`src/rtl/calc_pkg.sv`:
```
// Shared definitions for the calculator arbiter: opcodes, datapath widths and
// the default calculator latency.
package calc_pkg;
    typedef enum logic [1:0] {
        OP_SUM = 2'b00,
        OP_SUB = 2'b01,
        OP_MUL = 2'b10,
        OP_DIV = 2'b11
    } calc_op_e;

    localparam int OPND_W       = 8;
    localparam int RES_W        = 16;
    localparam int CALC_LAT_DEF = 2;

    // Index width for an n-entry vector; never narrower than one bit.
    function automatic int idx_w(input int n);
        return (n > 1) ? $clog2(n) : 1;
    endfunction
endpackage

```
`src/rtl/calc_arbiter_rr.sv`:
```
// Round-robin grant: picks the first requester at or after ptr, wrapping to 0.
// Purely combinational; the caller owns the pointer register.
module rr_arbiter
    import calc_pkg::*;
#(
    parameter int N     = 4,
    parameter int PTR_W = idx_w(N)
) (
    input  logic [N-1:0]     req,
    input  logic [PTR_W-1:0] ptr,
    output logic [N-1:0]     grant
);

    logic [N-1:0] mask;
    logic [N-1:0] req_hi;

    // Requests at or above ptr win first; the lowest set bit is isolated with x & -x.
    always_comb begin
        mask   = ~((N'(1) << ptr) - N'(1));
        req_hi = req & mask;
        if (|req_hi) grant = req_hi & (~req_hi + N'(1));
        else         grant = req & (~req + N'(1));
    end

endmodule

```
`src/rtl/calc_arbiter.sv`:
```
// Shares one external pipelined calculator between NUM_REQ requesters and
// routes each registered result back to its owner CALC_LAT cycles later.
module calc_arbiter
    import calc_pkg::*;
#(
    parameter int NUM_REQ  = 4,
    parameter int CALC_LAT = CALC_LAT_DEF
) (
    input  logic                             clk,
    input  logic                             rst_n,
    input  logic                             arb_en,
    input  logic [NUM_REQ-1:0]               req_valid,
    input  logic [NUM_REQ-1:0][1:0]          req_func,
    input  logic [NUM_REQ-1:0][OPND_W-1:0]   req_a,
    input  logic [NUM_REQ-1:0][OPND_W-1:0]   req_b,
    output logic [NUM_REQ-1:0]               req_ready,
    output logic [1:0]                       calc_function,
    output logic [OPND_W-1:0]                calc_dat_a,
    output logic [OPND_W-1:0]                calc_dat_b,
    input  logic signed [RES_W-1:0]          calc_out,
    output logic [NUM_REQ-1:0]               resp_valid,
    output logic signed [RES_W-1:0]          resp_data,
    output logic                             idle
);

    localparam int PTR_W = idx_w(NUM_REQ);

    logic [PTR_W-1:0]              rr_ptr_q, rr_ptr_d;
    logic                          run_q;
    logic [CALC_LAT:1]             vld_pipe_q;
    logic [CALC_LAT:1][PTR_W-1:0]  own_pipe_q;
    logic [NUM_REQ-1:0]            grant;
    logic [PTR_W-1:0]              gnt_idx;
    logic                          xfer;

    rr_arbiter #(.N(NUM_REQ), .PTR_W(PTR_W)) u_rr (
        .req   (req_valid),
        .ptr   (rr_ptr_q),
        .grant (grant)
    );

    // run_q holds grants off until the first edge after reset release.
    assign req_ready = grant & {NUM_REQ{arb_en & run_q}};
    assign xfer      = |req_ready;

    always_comb begin
        gnt_idx       = '0;
        calc_function = '0;
        calc_dat_a    = '0;
        calc_dat_b    = '0;
        for (int i = 0; i < NUM_REQ; i++) begin
            if (req_ready[i]) begin
                gnt_idx       = PTR_W'(i);
                calc_function = req_func[i];
                calc_dat_a    = req_a[i];
                calc_dat_b    = req_b[i];
            end
        end
    end

    always_comb begin
        rr_ptr_d = rr_ptr_q;
        if (xfer)
            rr_ptr_d = (gnt_idx == PTR_W'(NUM_REQ - 1)) ? '0 : gnt_idx + PTR_W'(1);
    end

    always_ff @(posedge clk or negedge rst_n) begin
        if (!rst_n) begin
            rr_ptr_q   <= '0;
            run_q      <= 1'b0;
            vld_pipe_q <= '0;
            own_pipe_q <= '0;
        end else begin
            rr_ptr_q      <= rr_ptr_d;
            run_q         <= 1'b1;
            vld_pipe_q[1] <= xfer;
            own_pipe_q[1] <= gnt_idx;
            for (int k = 2; k <= CALC_LAT; k++) begin
                vld_pipe_q[k] <= vld_pipe_q[k-1];
                own_pipe_q[k] <= own_pipe_q[k-1];
            end
        end
    end

    // The last pipe stage lines up with the calculator's registered result.
    always_comb begin
        resp_valid = '0;
        if (vld_pipe_q[CALC_LAT]) resp_valid[own_pipe_q[CALC_LAT]] = 1'b1;
    end

    assign resp_data = vld_pipe_q[CALC_LAT] ? calc_out : '0;
    assign idle      = ~xfer & ~(|vld_pipe_q);

endmodule

```
`config.mk`:
```
export PLATFORM = sky130hd
export DESIGN_NAME = calc_arbiter
export DESIGN_NICKNAME = d
export VERILOG_FILES = /design/src/rtl/calc_pkg.sv /design/src/rtl/calc_arbiter_rr.sv /design/src/rtl/calc_arbiter.sv
export SDC_FILE = /design/constraint.sdc
export NUM_CORES = 1
export LEC_CHECK = 0
export ABC_AREA = 1
export BUFFER_PORTS_ARGS = -buffer_cell sky130_fd_sc_hd__buf_4
export CAP_MARGIN = 5
export CORE_MARGIN = 2
export CORE_UTILIZATION = 35
export CTS_CLUSTER_SIZE = 12
export DETAILED_ROUTE_END_ITERATION = 6
export HOLD_SLACK_MARGIN = 0.06
export PLACE_DENSITY_LB_ADDON = 0.15
export SYNTH_ARGS = -nofsm -noshare
export SYNTH_HDL_FRONTEND = slang
export SYNTH_SLANG_ARGS = --single-unit
export TNS_END_PERCENT = 30
```
`constraint.sdc`:
```
create_clock -name clk -period 4.1 [get_ports clk]
set_input_delay 0.82 -clock clk [delete_from_list [all_inputs] [get_ports clk]]
set_output_delay 0.82 -clock clk [all_outputs]
set_load 0.1 [all_outputs]
```
### Word level (Yosys, flattened, before mapping)

Index checks and enable logic that the tools add are counted.

| cells by class | value |
|---|---|
| eq/ne operators | 1 |
| $lt $le $gt $ge | 2 |
| multiplexer cells | 21 |
| reductions and logical operators | 4 |
| bitwise gates (word level) | 11 |
| add/subtract/negate cells | 4 |
| shift-type cells | 1 |

Operators by type and width:

| kind | number |
|---|---|
| 2-to-1 mux 8 bit | 8 |
| bitwise AND 4 bit | 4 |
| 2-to-1 mux 16 bit | 1 |
| 2-to-1 mux 2 bit | 7 |
| NOT 4 bit | 3 |
| adder 4 x 1 -> 4 bit (second input constant) | 2 |
| 2-to-1 mux 4 bit | 2 |
| OR reduction 4 bit | 2 |
| << shifter 1 x 2 -> 4 bit (first input constant) | 1 |
| subtractor 4 x 2 -> 4 bit (second input constant) | 1 |
| < comparator 2 x 3 -> 1 bit (second input constant) | 1 |
| adder 2 x 1 -> 2 bit (second input constant) | 1 |
| bitwise AND 1 bit | 2 |
| demux 1 bit (select 2 bit) | 1 |
| equality test 2 bit (second input constant) | 1 |
| greater-or-equal comparator 2 x 1 -> 1 bit (second input constant) | 1 |
| 2-to-1 mux 1 bit | 2 |
| NOT 1 bit | 2 |
| OR reduction 2 bit | 1 |
| logical AND 1 bit | 1 |

| storage, ports and cells | value |
|---|---|
| bits in registers | 9 |
| output and inout bits | 43 |

### Logic depth before layout (Yosys ltp)

| logic depth | value |
|---|---|
| depth after elaboration | 14 |
| depth in mapped cells | 10 |
| mapped depth without buffers | 10 |

### By module

From an unflattened synthesis, not the netlist that was laid out.

| second synthesis, totals | value |
|---|---|
| cells, all modules | 297 |
| area, all modules | 1,539.0 um^2 |

Modules (own cells, without submodules):

| module | area an instance (um^2) | cells each | times used |
|---|---|---|---|
| calc_arbiter | 1,443.9 | 276 | 1 |
| rr_arbiter | 95.1 | 21 | 1 |

### Least setup slack after synthesis

No wires, ideal clock.

| path | value |
|---|---|
| path kind | input-to-output |
| from | input port req_valid[1] |
| to | output port calc_function[0] |
| arrival time | 2,749 ps |
| slack | 531 ps |
| data required time | 3,280 ps |
| buffers on the path | 0 |
| cell stages on the path | 7 |
| path through | inv_1 nor2_2 a21oi_4 nand3_4 a21boi_4 nand2_1 nand4_1 |

| on the way | value |
|---|---|
| word-level cells in the longest chain between the ends | 9 |
| elaborated cells on any way between the ends | 14 |
| those cells by class | add/sub (2); mux (5); bitwise (6); reduce/logical (1) |

Ends and longest elaborated chain:

| item | line | text |
|---|---|---|
| from (decl) | calc_arbiter.sv:12 | `input logic [NUM_REQ-1:0] req_valid,` |
| bitwise AND 4 bit | calc_arbiter_rr.sv:20 | `req_hi = req & mask;` |
| NOT 4 bit | calc_arbiter_rr.sv:21 | `if (\|req_hi) grant = req_hi & (~req_hi + N'(1));` |
| adder 4 x 1 -> 4 bit | calc_arbiter_rr.sv:21 |  |
| bitwise AND 4 bit | calc_arbiter_rr.sv:21 |  |
| 2-to-1 mux 4 bit (*) | calc_arbiter_rr.sv:21 |  |
| bitwise AND 4 bit (*) | calc_arbiter.sv:43 | `assign req_ready = grant & {NUM_REQ{arb_en & run_q}};` |
| named net req_ready[1] | calc_arbiter.sv:16 | `output logic [NUM_REQ-1:0] req_ready,` |
| 2-to-1 mux 2 bit (*) (3 in a row) | calc_arbiter.sv:52 | `if (req_ready[i]) begin` |
| to (decl) | calc_arbiter.sv:17 | `output logic [1:0] calc_function,` |

Mark *: on every way through the listed nets, which the timed path passes. The rest lies on a longest branch.

### Worst setup path in the final report

| path | value |
|---|---|
| from | input port req_valid[1] |
| to | output port calc_function[0] |

| on the way | value |
|---|---|
| word-level cells in the longest chain between the ends | 9 |
| elaborated cells on any way between the ends | 14 |
| those cells by class | add/sub (2); mux (5); bitwise (6); reduce/logical (1) |

Ends and longest elaborated chain:

| item | line |
|---|---|
| bitwise AND 4 bit | calc_arbiter_rr.sv:20 |
| NOT 4 bit | calc_arbiter_rr.sv:21 |
| adder 4 x 1 -> 4 bit | calc_arbiter_rr.sv:21 |
| bitwise AND 4 bit | calc_arbiter_rr.sv:21 |
| 2-to-1 mux 4 bit (*) | calc_arbiter_rr.sv:21 |
| bitwise AND 4 bit (*) | calc_arbiter.sv:43 |
| 2-to-1 mux 2 bit (2 in a row) | calc_arbiter.sv:52 |
| 2-to-1 mux 2 bit (*) | calc_arbiter.sv:52 |

Every way passes the cells marked *; elsewhere a longest branch is shown, timed or not.

==> summary.txt <==
Outcome
  • Outcome: complete, no violations

Worst setup path
  • R2R setup slack: 2.33 ns
  • Worst setup path category: primary input to output port
  • Crit. End Element: output port
  • CP Data Arrival Time: roughly 2.5 ns
  • CP Launch Type: primary input
  • R2R Path Start: rr_ptr_q[1]
  • Delay-heaviest family, CP: simple AND/OR/NAND/NOR gates
  • WP data required: 3.28 ns
  • R2R depth: 7
  • CP Cell Sequence: buf_4 > inv_1 > nor2_2 > a21oi_4 > nand4_1 > nand2_1 > nand2_1 > nand4_1 > buf_4
  • CP Buf/Inv Count: 3
  • Cell count along the critical path: 9
  • Reg2reg end: rr_ptr_q[0]
  • Worst Path Max Fanout: 20
  • CP max stage cell: nand2_1
  • Crit path from: req_valid[1]
  • CP max stage delay: approximately 0.55 ns
  • Setup crit end: calc_function[0]

Synth
  • Post-Syn Area: 1130 um2
  • Register area share after synthesis: 19.93%
  • Count of different cell masters after synthesis: 26
  • Synth Warn #: 0
  • Gate Count Post-Synth: approximately 190
  • Mean Syn Cell Area: between 5 and 6 um2
  • Yosys reg bits: 9
  • Syn_nets: 288

Finish
  • Register Area: 225.2 um2
  • Number of diodes: 0
  • Share of layout cells above drive strength 1: 49.08%
  • Commonest cells after routing, fill and taps aside: buf_4 (138), nand2_1 (81), inv_1 (26)
  • Area Overhead vs Synth: 93.69%
  • Fill cell count: slightly below 300
  • Nets: 422
  • Area of the multi-input gates: 738.2 um2
  • Post-layout util: 71.68%
  • Commonest non-fill, non-tap cell in the layout: buf_4

Min path
  • Hold Crit Class: register to register

Place
  • PortBufs: approximately 140
  • Detailed Place HPWL: 3703 um
  • GPL Wtd Cong: 0.8535

Clocking
  • Worst-path clk slew: about 0.060 ns
  • Clk root buf: clkbuf_4
  • Max Buffers Root-to-Sink: 2
  • Clock tree from TritonCTS: done
  • Setup bufs post-CTS: 0
  • Hold-fix buffers, CTS: 0
  • TritonCTS buffer count: 3
  • Clock sink count: 9
  • # resized after CTS: 0
  • H-tree depth: 1
  • Worst-Skew Late Latency: about 0.25 ns

Route
  • Vias: between 1500 and 2000
  • Drt total wl: 4472 um
  • Starting DRT DRC Count: 70
  • WL/cell: 12.09 um
  • Initial DRT Pass Iterations: 4
  • # DRC: 0
  • Vias/cell: 4.770
  • Final ANT Viol Nets: 0

GRT
  • Initial antenna violation count: 0
  • First-pass GRT wire length: 6230 um
  • Largest net degree at the start of global routing: 21
  • GRT overflow: 0
  • Total GRT Usage: 22.20%
  • Vias in the first global route: 1503

Die
  • FP Rows: 20
  • Die Y-Extent: 60.82 um
  • Die ar.: roughly 3700 um2
  • Initial Utilization: 37.01%
  • Core area: roughly 3000 um2
  • Io pins: 138
  • Die Width: 60.82 um

STA
  • Final setup viols: 0
  • Max Clk Rate: 299.4 MHz
  • Slew headroom: a little over half
  • TNS Setup: 0 ns
  • Tmin final: 3.340 ns
  • Skew final: 0.003322 ns
  • Final hold violations: 0
  • Unrepaired setup endpoints after global routing: no
  • Least-Margin Pin Slew: 0.6993 ns
  • Final Max Tran Viols: 0
  • Tcrit/Tclk final: 81.46%

Job
  • Max-Cap Viols: 0

Power
  • Flop pwr share: 12.6%
  • Clock power frac: 5.6%
  • Sw Share: 68.30%
  • VDD IR max: around 290 uV
  • Power Density: ~530 nW/um2
  • Logic pwr share: 81.8%
  • Leak Pwr: 1.290 nW
  • Switching power: 799.4 uW
  • Int Power: 371.0 uW
## per-stage QoR
| stage | hold WS [ns] | instance area (um2) | total power [mW] | std cells | setup slack, ns |
|---|---|---|---|---|---|
| 6_report | 0.3548 | 2188 | 1.170 | 370 | 0.7602 |
| 5_1_grt | 0.3596 | 2188 | 1.225 | 370 | 0.5858 |
| 3_3_place_gp | 0.3318 | 2162 | 1.100 | 366 | 0.8203 |
| 4_1_cts | 0.3591 | 2188 | 1.178 | 370 | 0.7627 |
| 2_1_floorplan | 0.3312 | 1130 | 0.8950 | 193 | 0.5305 |
| 3_5_place_dp | 0.3505 | 2162 | 1.109 | 366 | 0.7626 |
## power by group through the flow
stage          clock network [mW]  logic [mW]  registers [mW]
6_report                   0.0654       0.957           0.148
5_1_grt                    0.0747       0.996           0.154
4_1_cts                    0.0693       0.961           0.148
3_5_place_dp                    0       0.961           0.149
3_3_place_gp                    0       0.952           0.147
2_1_floorplan                   0       0.765           0.130
## kinds of logic after synthesis
family / synth area share [%]
simple gates: 58.91
buf+inv: 14.73
compound gates: 6.091
other cells: 0.3319
flops: 19.93
## cell type report
type                       instances  share of cell area, %
timing repair buffer             138                  47.34
clock buffer                       4                  1.201
inverter                          28                  4.917
tap                               44                  2.516
sequential                         9                  10.29
multi-input combinational        147                  33.73
## per-layer routing
metal / vias to the layer above / wire length (um) / GRT usage, %
met5: - / 0 / 0
met4: 0 / 52 / 9.317
met3: 8 / 452 / 2.985
met2: 98 / 2387 / 41.01
met1: 783 / 1579 / 25.39
li1: 876 / - / -
## cells in the mapped netlist
| library cell | n | share of area, % |
|---|---|---|
| buf_2 | 2 | 0.89 |
| a21oi_4 | 1 | 1.4 |
| o21ai_2 | 1 | 0.78 |
| nand4_1 | 19 | 11 |
| nand2_2 | 3 | 1.7 |
| buf_4 | 2 | 1.3 |
| inv_4 | 1 | 0.55 |
| dfrtp_1 | 9 | 20 |
| inv_1 | 26 | 8.6 |
| nor2_2 | 4 | 2.2 |
| conb_1 | 1 | 0.33 |
| o21bai_2 | 1 | 1.0 |
| buf_6 | 2 | 2.0 |
| nor3_1 | 4 | 1.8 |
| nand2_1 | 81 | 27 |
| o21ai_0 | 1 | 0.44 |
| nand3_4 | 2 | 3.1 |
| nor2_4 | 1 | 1.0 |
| a21oi_2 | 1 | 0.78 |
| nand2_4 | 1 | 1.0 |
| clkbuf_1 | 3 | 1.0 |
| a21boi_4 | 1 | 1.7 |
| nand3_1 | 20 | 8.9 |
| nor2_1 | 4 | 1.3 |
| or2_2 | 1 | 0.55 |
| inv_2 | 1 | 0.33 |
## flip-flops by register name (all words and copies together), names as in the netlist
register	count
own_pipe_q	4
rr_ptr_q	2
run_q	1
vld_pipe_q	2
## worst min-delay path by stage
stage               depth (start not counted)           from  slack [ns]       endpoint
global placement                            0  own_pipe_q[1]        0.33  own_pipe_q[3]
finish                                      0  own_pipe_q[1]        0.35  own_pipe_q[3]
CTS                                         1          rst_n        0.36          run_q
global route                                1          rst_n        0.36          run_q
detailed placement                          0  own_pipe_q[1]        0.35  own_pipe_q[3]
floorplan                                   0  own_pipe_q[0]        0.33  own_pipe_q[2]
Power figures use the tool's default switching activity.
